===== src/rtl/mioc_flop_seq.sv =====
`default_nettype none
// mioc_flop_seq: pattern sequencer that drives the MIOC NMOS flop cell and scores q/qbar. Rev 1.0.
// Optional macro MIOC_SEQ_STOP_ON_FAIL_EN ends the run at the first mismatch.
module mioc_flop_seq #(
  parameter int ADDR_W      = 8,
  parameter int HOLD_CYCLES = 100,
  parameter int CNT_W       = 16
) (
  input  logic              clk,
  input  logic              rst_n,
  input  logic              start,
  input  logic [ADDR_W-1:0] num_pat,
  output logic              busy,
  output logic              done,
  output logic              pat_rd,
  output logic [ADDR_W-1:0] pat_addr,
  input  logic [5:0]        pat_data,
  output logic [3:0]        flop_in,
  input  logic              flop_q,
  input  logic              flop_qbar,
  output logic [CNT_W-1:0]  err_cnt,
  output logic              first_fail_vld,
  output logic [ADDR_W-1:0] first_fail_addr
);

  typedef enum logic [2:0] {
    S_IDLE  = 3'd0,
    S_FETCH = 3'd1,
    S_LOAD  = 3'd2,
    S_HOLD  = 3'd3,
    S_DONE  = 3'd4
  } state_t;

  localparam logic [15:0] c_HOLD_LOAD = 16'(HOLD_CYCLES - 1);

  state_t            r_state;
  state_t            w_next;
  logic [ADDR_W-1:0] r_num_pat;
  logic [ADDR_W-1:0] r_index;
  logic [ADDR_W-1:0] r_pat_addr;
  logic [ADDR_W-1:0] r_ff_addr;
  logic [3:0]        r_flop_in;
  logic [1:0]        r_exp;
  logic [15:0]       r_hold_cnt;
  logic [CNT_W-1:0]  r_err_cnt;
  logic              r_ff_vld;
  logic              w_sample;
  logic              w_mismatch;
  logic              w_last;

  assign w_sample   = (r_state == S_HOLD) && (r_hold_cnt == 16'd0);
  assign w_mismatch = w_sample && ({flop_q, flop_qbar} != r_exp);
  // Widened compare so the last-pattern test is safe for num_pat at full scale.
  assign w_last     = ({1'b0, r_index} + (ADDR_W+1)'(1)) == {1'b0, r_num_pat};

  always_comb begin
    w_next = r_state;
    case (r_state)
      S_IDLE:  if (start) w_next = (num_pat == '0) ? S_DONE : S_FETCH;
      S_FETCH: w_next = S_LOAD;
      S_LOAD:  w_next = S_HOLD;
      S_HOLD: begin
        if (w_sample) begin
`ifdef MIOC_SEQ_STOP_ON_FAIL_EN
          if (w_mismatch || w_last) w_next = S_DONE;
          else                      w_next = S_FETCH;
`else
          if (w_last) w_next = S_DONE;
          else        w_next = S_FETCH;
`endif
        end
      end
      S_DONE:  w_next = S_IDLE;
      default: w_next = S_IDLE;
    endcase
  end

  always_ff @(posedge clk or negedge rst_n) begin
    if (!rst_n) begin
      r_state    <= S_IDLE;
      r_num_pat  <= '0;
      r_index    <= '0;
      r_pat_addr <= '0;
      r_ff_addr  <= '0;
      r_flop_in  <= '0;
      r_exp      <= '0;
      r_hold_cnt <= '0;
      r_err_cnt  <= '0;
      r_ff_vld   <= 1'b0;
    end else begin
      r_state <= w_next;
      case (r_state)
        S_IDLE: begin
          if (start) begin
            r_num_pat <= num_pat;
            r_index   <= '0;
            r_err_cnt <= '0;
            r_ff_vld  <= 1'b0;
            r_ff_addr <= '0;
          end
        end
        S_LOAD: begin
          r_flop_in  <= pat_data[5:2];
          r_exp      <= pat_data[1:0];
          r_hold_cnt <= c_HOLD_LOAD;
        end
        S_HOLD: begin
          if (!w_sample) begin
            r_hold_cnt <= r_hold_cnt - 16'd1;
          end else begin
            if (w_mismatch) begin
              if (!(&r_err_cnt)) r_err_cnt <= r_err_cnt + CNT_W'(1);
              if (!r_ff_vld) begin
                r_ff_vld  <= 1'b1;
                r_ff_addr <= r_index;
              end
            end
            if (w_next == S_FETCH) r_index <= r_index + ADDR_W'(1);
          end
        end
        S_DONE:  r_flop_in <= '0;
        default: ;
      endcase
      // Address is registered on entry to FETCH so it holds between reads.
      if (w_next == S_FETCH) r_pat_addr <= (r_state == S_IDLE) ? '0 : r_index + ADDR_W'(1);
    end
  end

  assign busy            = (r_state == S_FETCH) || (r_state == S_LOAD) || (r_state == S_HOLD);
  assign done            = (r_state == S_DONE);
  assign pat_rd          = (r_state == S_FETCH);
  assign pat_addr        = r_pat_addr;
  assign flop_in         = r_flop_in;
  assign err_cnt         = r_err_cnt;
  assign first_fail_vld  = r_ff_vld;
  assign first_fail_addr = r_ff_addr;

endmodule
`default_nettype wire


===== config.mk =====
export PLATFORM = sky130hd
export DESIGN_NAME = mioc_flop_seq
export DESIGN_NICKNAME = d
export VERILOG_FILES = /design/src/rtl/mioc_flop_seq.sv
export SDC_FILE = /design/constraint.sdc
export NUM_CORES = 1
export LEC_CHECK = 0
export BUFFER_PORTS_ARGS = -buffer_cell sky130_fd_sc_hd__buf_2
export CAP_MARGIN = 20
export CORE_MARGIN = 2
export CORE_UTILIZATION = 60
export CTS_BUF_LIST = sky130_fd_sc_hd__clkbuf_8
export CTS_CLUSTER_DIAMETER = 50
export DETAILED_ROUTE_END_ITERATION = 10
export PLACE_DENSITY = 0.84
export SYNTH_ARGS = -nofsm -noshare
export SYNTH_HDL_FRONTEND = slang
export SYNTH_SLANG_ARGS = --single-unit

===== constraint.sdc =====
create_clock -name clk -period 5.9 [get_ports clk]
set_input_delay 0 -clock clk [delete_from_list [all_inputs] [get_ports clk]]
set_output_delay 0 -clock clk [all_outputs]
set_load 0.02 [all_outputs]

# Word-level counts from Yosys, hierarchy flattened
# Cells that the tools add are included.
[word_totals]
ff_bits = 74
latchBits = 0
ram_bits = 0
mem_bits_ro = 0
inputBits = 19
output_inout_bits = 40
word_cells = 71
n_memories = 0
[classes]
addsub = 4
multipliers = 0
div_mod_pow = 0
n_lt_le_gt_ge = 0
n_eq_ne = 14
shifts = 0
mux = 26
bitwise_logic = 0
n_reduce_logical = 17
[op_table]
columns = ["operator", "n"]
rows = [
  ["$mux 16", 5],
  ["$pmux 16 s2", 2],
  ["$mux 8", 7],
  ["$pmux 8 s2", 2],
  ["$add 16x1->16 const B", 1],
  ["$logic_not 16->1", 1],
  ["$reduce_and 16->1", 1],
  ["$sub 16x1->16 const B", 1],
  ["$mux 3", 4],
  ["$ne 2x2->1 const B", 6],
  ["$pmux 3 s4", 1],
  ["$reduce_and 5->1", 2],
  ["$add 8x1->9 const B", 1],
  ["$eq 9x8->1", 1],
  ["$add 8x1->8 const B", 1],
  ["$logic_not 8->1", 1],
  ["$pmux 4 s2", 1],
  ["$reduce_and 4->1", 2],
  ["$eq 3x1->1 const B", 2],
  ["$eq 3x2->1 const B", 2],
  ["$reduce_bool 2->1", 3],
  ["$reduce_and 2->1", 2],
  ["$eq 3x3->1 const B", 1],
  ["$logic_not 3->1", 1],
  ["other kinds (6)", 10],
]

# Depth between registers and ports, before layout
# Gate-level depths: netlist (run 1).
[depth]
ltp_word = 9
depth_mapped = 9
mapped_depth_nobuf = 8

# Worst setup path before layout (run 1)
# Ideal clock, no wire load.
[synth_timing]
kind = "flip-flop to flip-flop"
start = "register r_hold_cnt[6]"
end = "register r_err_cnt[7], in the netlist err_cnt[7]"
setup_ns = 0.083
arrival_ns = 2.418
required_time_ns = 5.817
setup_slack_ns = 3.399
stages_incl_launch_ff = 7
path_buffers = 0
synth_period_minus_slack_ns = 2.501
cell_sequence = "dfrtp_1 > or4_4 > nor4b_4 > nand3_2 > a2111o_1 > or4_1 > o21ai_0"
[synth_between]
elab_chain_cells = 5
elab_cells_between_ends = 6
cone_classes = "eq/ne (2); reduce/logical (4)"
[synth_lines]
columns = ["element", "line", "text"]
rows = [
  ["from (decl)", "44", "logic [15:0] r_hold_cnt;"],
  ["from (signal assigned)", "105", "r_hold_cnt <= c_HOLD_LOAD;"],
  ["from (signal assigned)", "109", "r_hold_cnt <= r_hold_cnt - 16'd1;"],
  ["$logic_not 16->1 *", "51", "assign w_sample = (r_state == S_HOLD) && (r_hold_cnt == 16'd0);"],
  ["$logic_and 1x1->1 *", "51", ""],
  ["$logic_and 1x1->1", "52", "assign w_mismatch = w_sample && ({flop_q, flop_qbar} != r_exp);"],
  ["$ne 2x2->1 (no line)", "-", ""],
  ["$reduce_and 5->1 (no line) *", "-", ""],
  ["to (signal assigned)", "112", "if (!(&r_err_cnt)) r_err_cnt <= r_err_cnt + CNT_W'(1);"],
  ["to (decl)", "45", "logic [CNT_W-1:0] r_err_cnt;"],
]
# Mark *: on every way between the ends. The rest lies on a longest branch, timed or not.
# A chain may end at the register's enable or synchronous reset.

# Final worst setup path (run 1)
[layout_timing]
start = "register r_index[2]"
end = "register r_index[1]"
[layout_between]
elab_chain_cells = 8
[layout_lines]
columns = ["element", "line", "text"]
rows = [
  ["from (decl)", "39", "logic [ADDR_W-1:0] r_index;"],
  ["from (signal assigned)", "118", "if (w_next == S_FETCH) r_index <= r_index + ADDR_W'(1);"],
  ["$add 8x1->9", "54", "assign w_last = ({1'b0, r_index} + (ADDR_W+1)'(1)) == {1'b0, r_num_pat};"],
  ["$eq 9x8->1", "54", ""],
  ["$mux 3", "68", "if (w_last) w_next = S_DONE;"],
  ["$mux 3", "63", "if (w_sample) begin"],
  ["$pmux 3 s4", "58", "case (r_state)"],
  ["$eq 3x1->1", "118", ""],
  ["$ne 2x1->1 (no line)", "-", ""],
  ["$reduce_and 4->1 (no line)", "-", ""],
]
# No other way between the ends.

==> summary.txt, run 1 <==
Outcome
  • Outcome: finished, final reports clean

Clocking
  • Cts repair resizes: 0
  • Root Driver: clkbuf_8
  • H-tree depth: 3
  • Clock Pin Slew Worst Setup and Hold Paths: 0.09 ns
  • CTS tree: done
  • Num Clock Sinks: 74
  • Cts bufs inserted: 9
  • Post-CTS setup buffer count: 0
  • Clk_lat worst skew: 0.35 ns
  • CTS Hold Bufs: 15
  • Clk buf depth: 2

STA
  • Pins Over Slew Limit: 0
  • Worst relative slew slack: 0.378
  • Hold_ws: 0.328 ns
  • Slew at the pin closest to its max-slew limit: 0.933 ns
  • Post-route setup slack: 2.96 ns
  • Final hold vios: 0
  • Maximum clock frequency: 0.340 GHz
  • RSZ-0062 raised after global routing: false
  • Setup TNS: 0 ns
  • Final setup vio count: 0
  • Final clock skew: 0.0118 ns
  • Final min period: 2.94 ns
  • Final cycle utilization of the critical path: 0.499

Floorplanning
  • DIE HEIGHT: 83.0 um
  • Die X: 83.0 um
  • Core footprint: 5990 um2
  • Initial Util: 0.625
  • Row cnt: 28
  • Full die area: 6890 um2
  • IO Pins: 59

Worst setup path
  • R2r endpoint: r_index[1]
  • R2R depth: 6
  • Crit. End Element: flop
  • Worst EP required: 6.14 ns
  • CP max stage cell: dfrtp_1
  • Critical path class: flop to flop
  • Reg2reg setup slack: 2.96 ns
  • Startpoint Class: flop
  • R2R Path Start: r_index[2]
  • Max incr delay on CP: 0.57 ns
  • CP Max Fanout: 12
  • Critical Path AT: 3.19 ns
  • Crit path cell chain: nand3_1 -> a211o_1 -> a221oi_1 -> nand4b_1 -> nand2_1 -> a2bb2o_1

Route
  • Post-route ant nets: 0
  • DR WL/cell: 16.6 um
  • DRT iter0 DRCs: 321
  • Via count: 3,194
  • Pre-antenna DRT Iters: 5
  • Final WL: 8.82 mm
  • DRC: 0
  • Vias/cell: 6.00

Placement
  • IO buf count: 58
  • Final HPWL DP: 5.58 mm
  • Post-DP Area: 4100 um2
  • Placed instance count: 501
  • Placer Congestion: 0.890
  • Setup WS pre-CTS: 3.06 ns

Synth
  • Synth Flop Type: dfrtp_1
  • Mapped cell area: 3750 um2
  • Seq cells post-synth: 74
  • Yosys warns: 0
  • Synthesized area per cell: 9.83 um2
  • Syn nets: 404
  • Sequential fraction of the synthesis area: 0.494
  • Synth Instances: 381
  • Post-synth EDFFs: 0
  • Cell variety after synth: 59
  • Ys async rst share: 1.00

Flow run
  • Max-cap violations: 0

Pwr
  • Peak supply drop: 0.266 mV
  • PnR Total Power: 1.63 mW
  • Pleak: 2.13 nW
  • Pwr Density: 364 nW/um2

Global route
  • Remaining global-route overflow: 0
  • GRT Resource Usage Total: 0.267
  • Vias in the first global route: 3,060
  • Maximum number of pins on one net before global-route repair: 75
  • Global-route wire length before repair: 14.9 mm
  • Initial antenna violation count: 0

Finish
  • Area growth, synth to finish: 19.6%
  • Post-route design area: 4480 um2
  • # nets final: 475
  • Commonest cells after routing, fill and taps aside: dfrtp_1 (74), buf_2 (58), nand2_1 (54), nor2_1 (35), xnor2_1 (17)
  • Commonest non-fill, non-tap cell in the layout: dfrtp_1
  • Share of cells above drive strength 1: 0.193
  • Diode count: 0
  • Final Util: 0.748
  • Filler Cell Count: 419
  • Non-filler cells, final: 532

Min path
  • Min-delay worst type: input pin to flop
  • Worst Hold Path EP: r_num_pat[6]
  • Worst hold start: start
  • Hold Path Depth: 5
==> flip-flops by register name, indices dropped and copies added (netlist names) <==
name	flops
r_num_pat	8
r_state	3
r_hold_cnt	16
r_exp	2
flop_in	4
first_fail_addr	8
err_cnt	16
first_fail_vld	1
r_index	8
pat_addr	8
==> synth_stat cells (3+ instances only) <==
library cell	instances	area, um2
nor2_1	35	131
clkbuf_1	14	52.6
a22o_1	12	105
a21oi_1	11	55.1
nand3b_1	4	30.0
nand4_1	6	37.5
a21o_1	6	45.0
or4_1	6	45.0
nor4_1	5	31.3
dfrtp_1	74	1850
inv_1	11	41.3
xnor2_1	17	149
o2bb2ai_1	10	87.6
nand3_1	12	60.1
nor3_1	11	55.1
or3_1	4	25.0
xor2_1	15	131
ha_1	4	50.1
and3_1	6	37.5
o21ai_0	10	50.1
nand2_1	54	203
and4_1	3	26.3
o211ai_1	7	52.6
==> kinds of logic after synthesis <==
family                     Yosys count  share of synthesized area
muxes                                1                    0.00267
DFF                                 74                      0.494
buffers and inverters               27                     0.0274
AOI/OAI and AO/OA                   79                      0.157
adders and majority gates            4                     0.0134
and+or+nand+nor                    163                      0.224
xor gates and xnor gates            33                     0.0808
==> critical path, delay by kind of cell (launching register included) <==
kind	cells	cell delay (ns)
AOI/OAI and AO/OA	3	1.10
and+or+nand+nor	3	1.16
DFF	1	0.57
==> how the worst max path moves through the flow <==
stage | slack [ns] | depth (start not counted) | start | to
after floorplan | 3.40 | 6 | r_hold_cnt[6] | err_cnt[7]
after global placement | 3.16 | 6 | r_hold_cnt[6] | first_fail_addr[7]
after detailed placement | 3.06 | 6 | r_hold_cnt[6] | first_fail_addr[7]
after CTS | 3.05 | 6 | r_hold_cnt[6] | first_fail_addr[2]
after global routing | 2.69 | 7 | r_index[0] | pat_addr[6]
final | 2.96 | 6 | r_index[2] | r_index[1]
==> power breakdown <==
part | switching (mW) | total [mW] | internal [mW]
clock network | 0.199 | 0.449 | 0.250
logic | 0.290 | 0.476 | 0.186
registers | 0.110 | 0.707 | 0.597
==> area by class of cell <==
| cell class | count | area [um2] | area share |
|---|---|---|---|
| inverters | 11 | 41.3 | 0.00922 |
| repair buffers | 76 | 463 | 0.103 |
| multi-input cells | 280 | 1800 | 0.402 |
| clock inverters | 6 | 90.1 | 0.0201 |
| clock buffers | 10 | 138 | 0.0307 |
| well taps | 75 | 93.8 | 0.0209 |
| flip-flops and latches | 74 | 1850 | 0.413 |
==> metal layers <==
metal  vias up  GRT usage  wire length (um)
met3        20     0.0437               557
li1       1519          -                 -
met4         0      0.109               170
met1      1523      0.379              3880
met2       132      0.412              4210
met5         -          0                 0
Note: power is estimated with default switching activity, not from simulation.
==> run 2: changes to the inputs <==
--- a/config.mk
+++ b/config.mk
@@ -5,14 +5,15 @@
 export SDC_FILE = /design/constraint.sdc
 export NUM_CORES = 1
 export LEC_CHECK = 0
+export ABC_AREA = 1
 export BUFFER_PORTS_ARGS = -buffer_cell sky130_fd_sc_hd__buf_2
 export CAP_MARGIN = 20
 export CORE_MARGIN = 2
-export CORE_UTILIZATION = 60
+export CORE_UTILIZATION = 59
 export CTS_BUF_LIST = sky130_fd_sc_hd__clkbuf_8
 export CTS_CLUSTER_DIAMETER = 50
 export DETAILED_ROUTE_END_ITERATION = 10
-export PLACE_DENSITY = 0.84
+export PLACE_DENSITY = 0.82
 export SYNTH_ARGS = -nofsm -noshare
 export SYNTH_HDL_FRONTEND = slang
 export SYNTH_SLANG_ARGS = --single-unit
==> constraint.sdc (replaced) <==
create_clock -name clk -period 2.92 [get_ports clk]
set_input_delay 0 -clock clk [delete_from_list [all_inputs] [get_ports clk]]
set_output_delay 0 -clock clk [all_outputs]
set_load 0.02 [all_outputs]
==> summary.txt, run 2 <==
Global route
  • Global-route wire length before repair: 15.3 mm (+2.5%)
  • Maximum number of pins on one net before global-route repair: 32 (-57%)
  • Initial antenna violation count: 0 (unchanged)
  • Vias in the first global route: 3,426 (+12%)
  • GRT Resource Usage Total: 0.265 (-0.00261)
  • Remaining global-route overflow: 0 (unchanged)

Route
  • Via count: 3,503 (+9.7%)
  • DR WL/cell: 14.3 um (-14%)
  • Vias/cell: 5.54 (-7.7%)
  • Pre-antenna DRT Iters: 5 (unchanged)
  • Post-route ant nets: 0 (unchanged)
  • Final WL: 9.01 mm (+2.2%)
  • DRT iter0 DRCs: 257 (-20%)
  • DRC: 0 (unchanged)

Synth
  • Largest area contributor in the netlist: dfrtp_1
  • Mapped cell area: 3840 um2 (+2.5%)
  • Most numerous cell in the Yosys netlist: nand2_1
  • Synth Flop Type: dfrtp_1
  • Top cells by count, synth: nand2_1 (130), dfrtp_1 (74), nor2_1 (43)
  • Synthesized area per cell: 8.17 um2 (-17%)
  • Ys async rst share: 1.00 (unchanged)
  • Post-synth EDFFs: 0 (unchanged)
  • Yosys top cell area share: 0.482 (-0.0119)
  • Syn nets: 493 (+22%)
  • Synth Instances: 470 (+23%)
  • Seq cells post-synth: 74 (unchanged)
  • Sequential fraction of the synthesis area: 0.482 (-0.0119)
  • Yosys warns: 0 (unchanged)
  • Synth top area cells: dfrtp_1 (48%), nand2_1 (13%), nor2_1 (4.2%)
  • Cell variety after synth: 37 (-37%)

Min path
  • Min-delay worst type: input pin to asynchronous set/reset pin

Finish
  • Area growth, synth to finish: 20.7%
  • Commonest non-fill, non-tap cell in the layout: nand2_1
  • Area of the multi-input gates: 1760 um2 (-2.5%)
  • Non-filler cells, final: 632 (+19%)
  • Diode count: 0 (unchanged)
  • Filler Cell Count: 477 (+14%)
  • Final Util: 0.734 (-0.0139)
  • # nets final: 573 (+21%)
  • Share of cells above drive strength 1: 0.193 (+0.000233)
  • Commonest cells after routing, fill and taps aside: nand2_1 (130), dfrtp_1 (74), buf_2 (58), nor2_1 (43), inv_1 (39)
  • Post-route design area: 4630 um2 (+3.4%)
  • Register area: 1850 um2 (unchanged)

STA
  • Worst relative slew slack: 0.539 (+0.162)
  • Final setup vio count: 0 (unchanged)
  • Final cycle utilization of the critical path: 0.824 (+0.325)
  • Final clock skew: 0.0120 ns (+0.000196 ns)
  • Slew at the pin closest to its max-slew limit: 0.691 ns (-0.242 ns)
  • Hold_ws: 0.233 ns (-0.0953 ns)
  • Maximum clock frequency: 0.416 GHz (+22%)
  • Final hold vios: 0 (unchanged)
  • Setup TNS: 0 ns (unchanged)
  • RSZ-0062 raised after global routing: false
  • Pins Over Slew Limit: 0 (unchanged)
  • Post-route setup slack: 0.514 ns (-2.44 ns)
  • Final min period: 2.41 ns (-0.537 ns)

Floorplanning
  • Core footprint: 6310 um2 (+5.4%)
  • IO Pins: 59 (unchanged)
  • Row cnt: 29 (+3.6%)
  • Initial Util: 0.608 (-0.0173)
  • Full die area: 7170 um2 (+4.0%)
  • DIE HEIGHT: 84.7 um (+2.0%)
  • Die X: 84.7 um (+2.0%)

Placement
  • Final HPWL DP: 6.25 mm (+12%)
  • Setup WS pre-CTS: 0.562 ns (-2.50 ns)
  • Placed instance count: 600 (+20%)
  • Placer Congestion: 0.830 (-6.7%)
  • IO buf count: 58 (unchanged)
  • Post-DP Area: 4210 um2 (+2.6%)

Worst setup path
  • CP Max Fanout: 30 (+18)
  • Critical Path AT: 2.63 ns (-0.56 ns)
  • Worst EP required: 3.14 ns (-3.00 ns)
  • R2R depth: 14 (+8)
  • Critical path class: flop to flop
  • Startpoint Class: flop
  • Crit. End Element: flop

Clocking
  • Clk buf depth: 2 (unchanged)
  • CTS tree: done
  • Clk_lat worst skew: 0.34 ns (about the same)
  • Root Driver: clkbuf_8
  • Cts bufs inserted: 9 (unchanged)
  • H-tree depth: 3 (unchanged)
  • Num Clock Sinks: 74 (unchanged)
  • Post-CTS setup buffer count: 0 (unchanged)
  • Clock Pin Slew Worst Setup and Hold Paths: 0.08 ns (about the same)

Outcome
  • Outcome: finished, final reports clean

Pwr
  • Pleak: 2.30 nW (+7.9%)
  • PnR Total Power: 4.18 mW (+160%)
  • Pwr Density: 902 nW/um2 (+150%)
  • Peak supply drop: 0.744 mV (+180%)

Flow run
  • Max-cap violations: 0 (unchanged)
## run 2: cell count changes in the layout (fill, tap and decap cells not counted), moves of 12 or more
cell     delta
o31ai_1    +19
o21ai_0    +18
nand2_1    +76
inv_1      +28
nand3_1    +13
a22o_1     -12
## run 2: worst paths after layout
| check | startpoint | endpoint | slack [ns] |
|---|---|---|---|
| min in group clk | flop_q | err_cnt[2] | 0.34 |
| worst max-delay path | r_hold_cnt[0] | err_cnt[3] | 0.51 |
| worst min-delay path | rst_n | r_hold_cnt[8] | 0.23 |
| worst min register to register | r_hold_cnt[13] | r_hold_cnt[13] | 0.48 |
| worst max register to register | r_hold_cnt[0] | err_cnt[3] | 0.51 |
| max in group asynchronous | rst_n | r_state[2] | 1.91 |
## run 2: metal layers
| layer | vias to the layer above | track usage | share of wire |
|---|---|---|---|
| li1 | 1706 | - | - |
| met1 | 1672 | 0.328 | 0.43 |
| met2 | 100 | 0.458 | 0.50 |
| met3 | 25 | 0.0413 | 0.036 |
| met4 | 0 | 0.115 | 0.026 |
| met5 | - | 0 | 0 |
## run 2: cell type report
| type | instances | area share |
|---|---|---|
| Timing Repair Buffer | 79 | 0.105 |
| Clock buffer | 10 | 0.0297 |
| Multi-Input combinational cell | 341 | 0.379 |
| Sequential cell | 74 | 0.400 |
| Tap cell | 77 | 0.0208 |
| Clock inverter | 6 | 0.0278 |
| Inverter | 45 | 0.0375 |
## run 2: critical path, stage by stage (launching register included)
cell	delay (ns)
dfrtp_1	0.40
inv_1	0.10
ha_1	0.15
inv_1	0.04
nor2_1	0.07
nand2_1	0.07
nor2_2	0.10
nand2_1	0.08
nor2_1	0.19
o21ai_0	0.15
nand2_1	0.17
nand2_2	0.33
nor2_1	0.24
xnor2_1	0.13
a21oi_1	0.05
## run 2: what timing repair did
action | in CTS | in global routing
endpoints found under the setup margin | 0 | 0
hold endpoints to repair | 46 | 0
gates resized for setup | 0 | 0
hold buffers | 16 | 0
## run 2: power by group
| part | total [mW] | internal, mW | leakage [nW] | switching [mW] |
|---|---|---|---|---|
| Sequential | 1.52 | 1.29 | 0.967 | 0.236 |
| Clock | 1.06 | 0.673 | 0.138 | 0.383 |
| Combinational | 1.60 | 0.518 | 1.20 | 1.08 |
## run 2: kinds of logic after synthesis
family          share of synthesized area
flops                               0.482
compound gates                      0.114
fa+ha+maj                          0.0130
xor+xnor                           0.0434
simple gates                        0.287
buf+inv                            0.0596
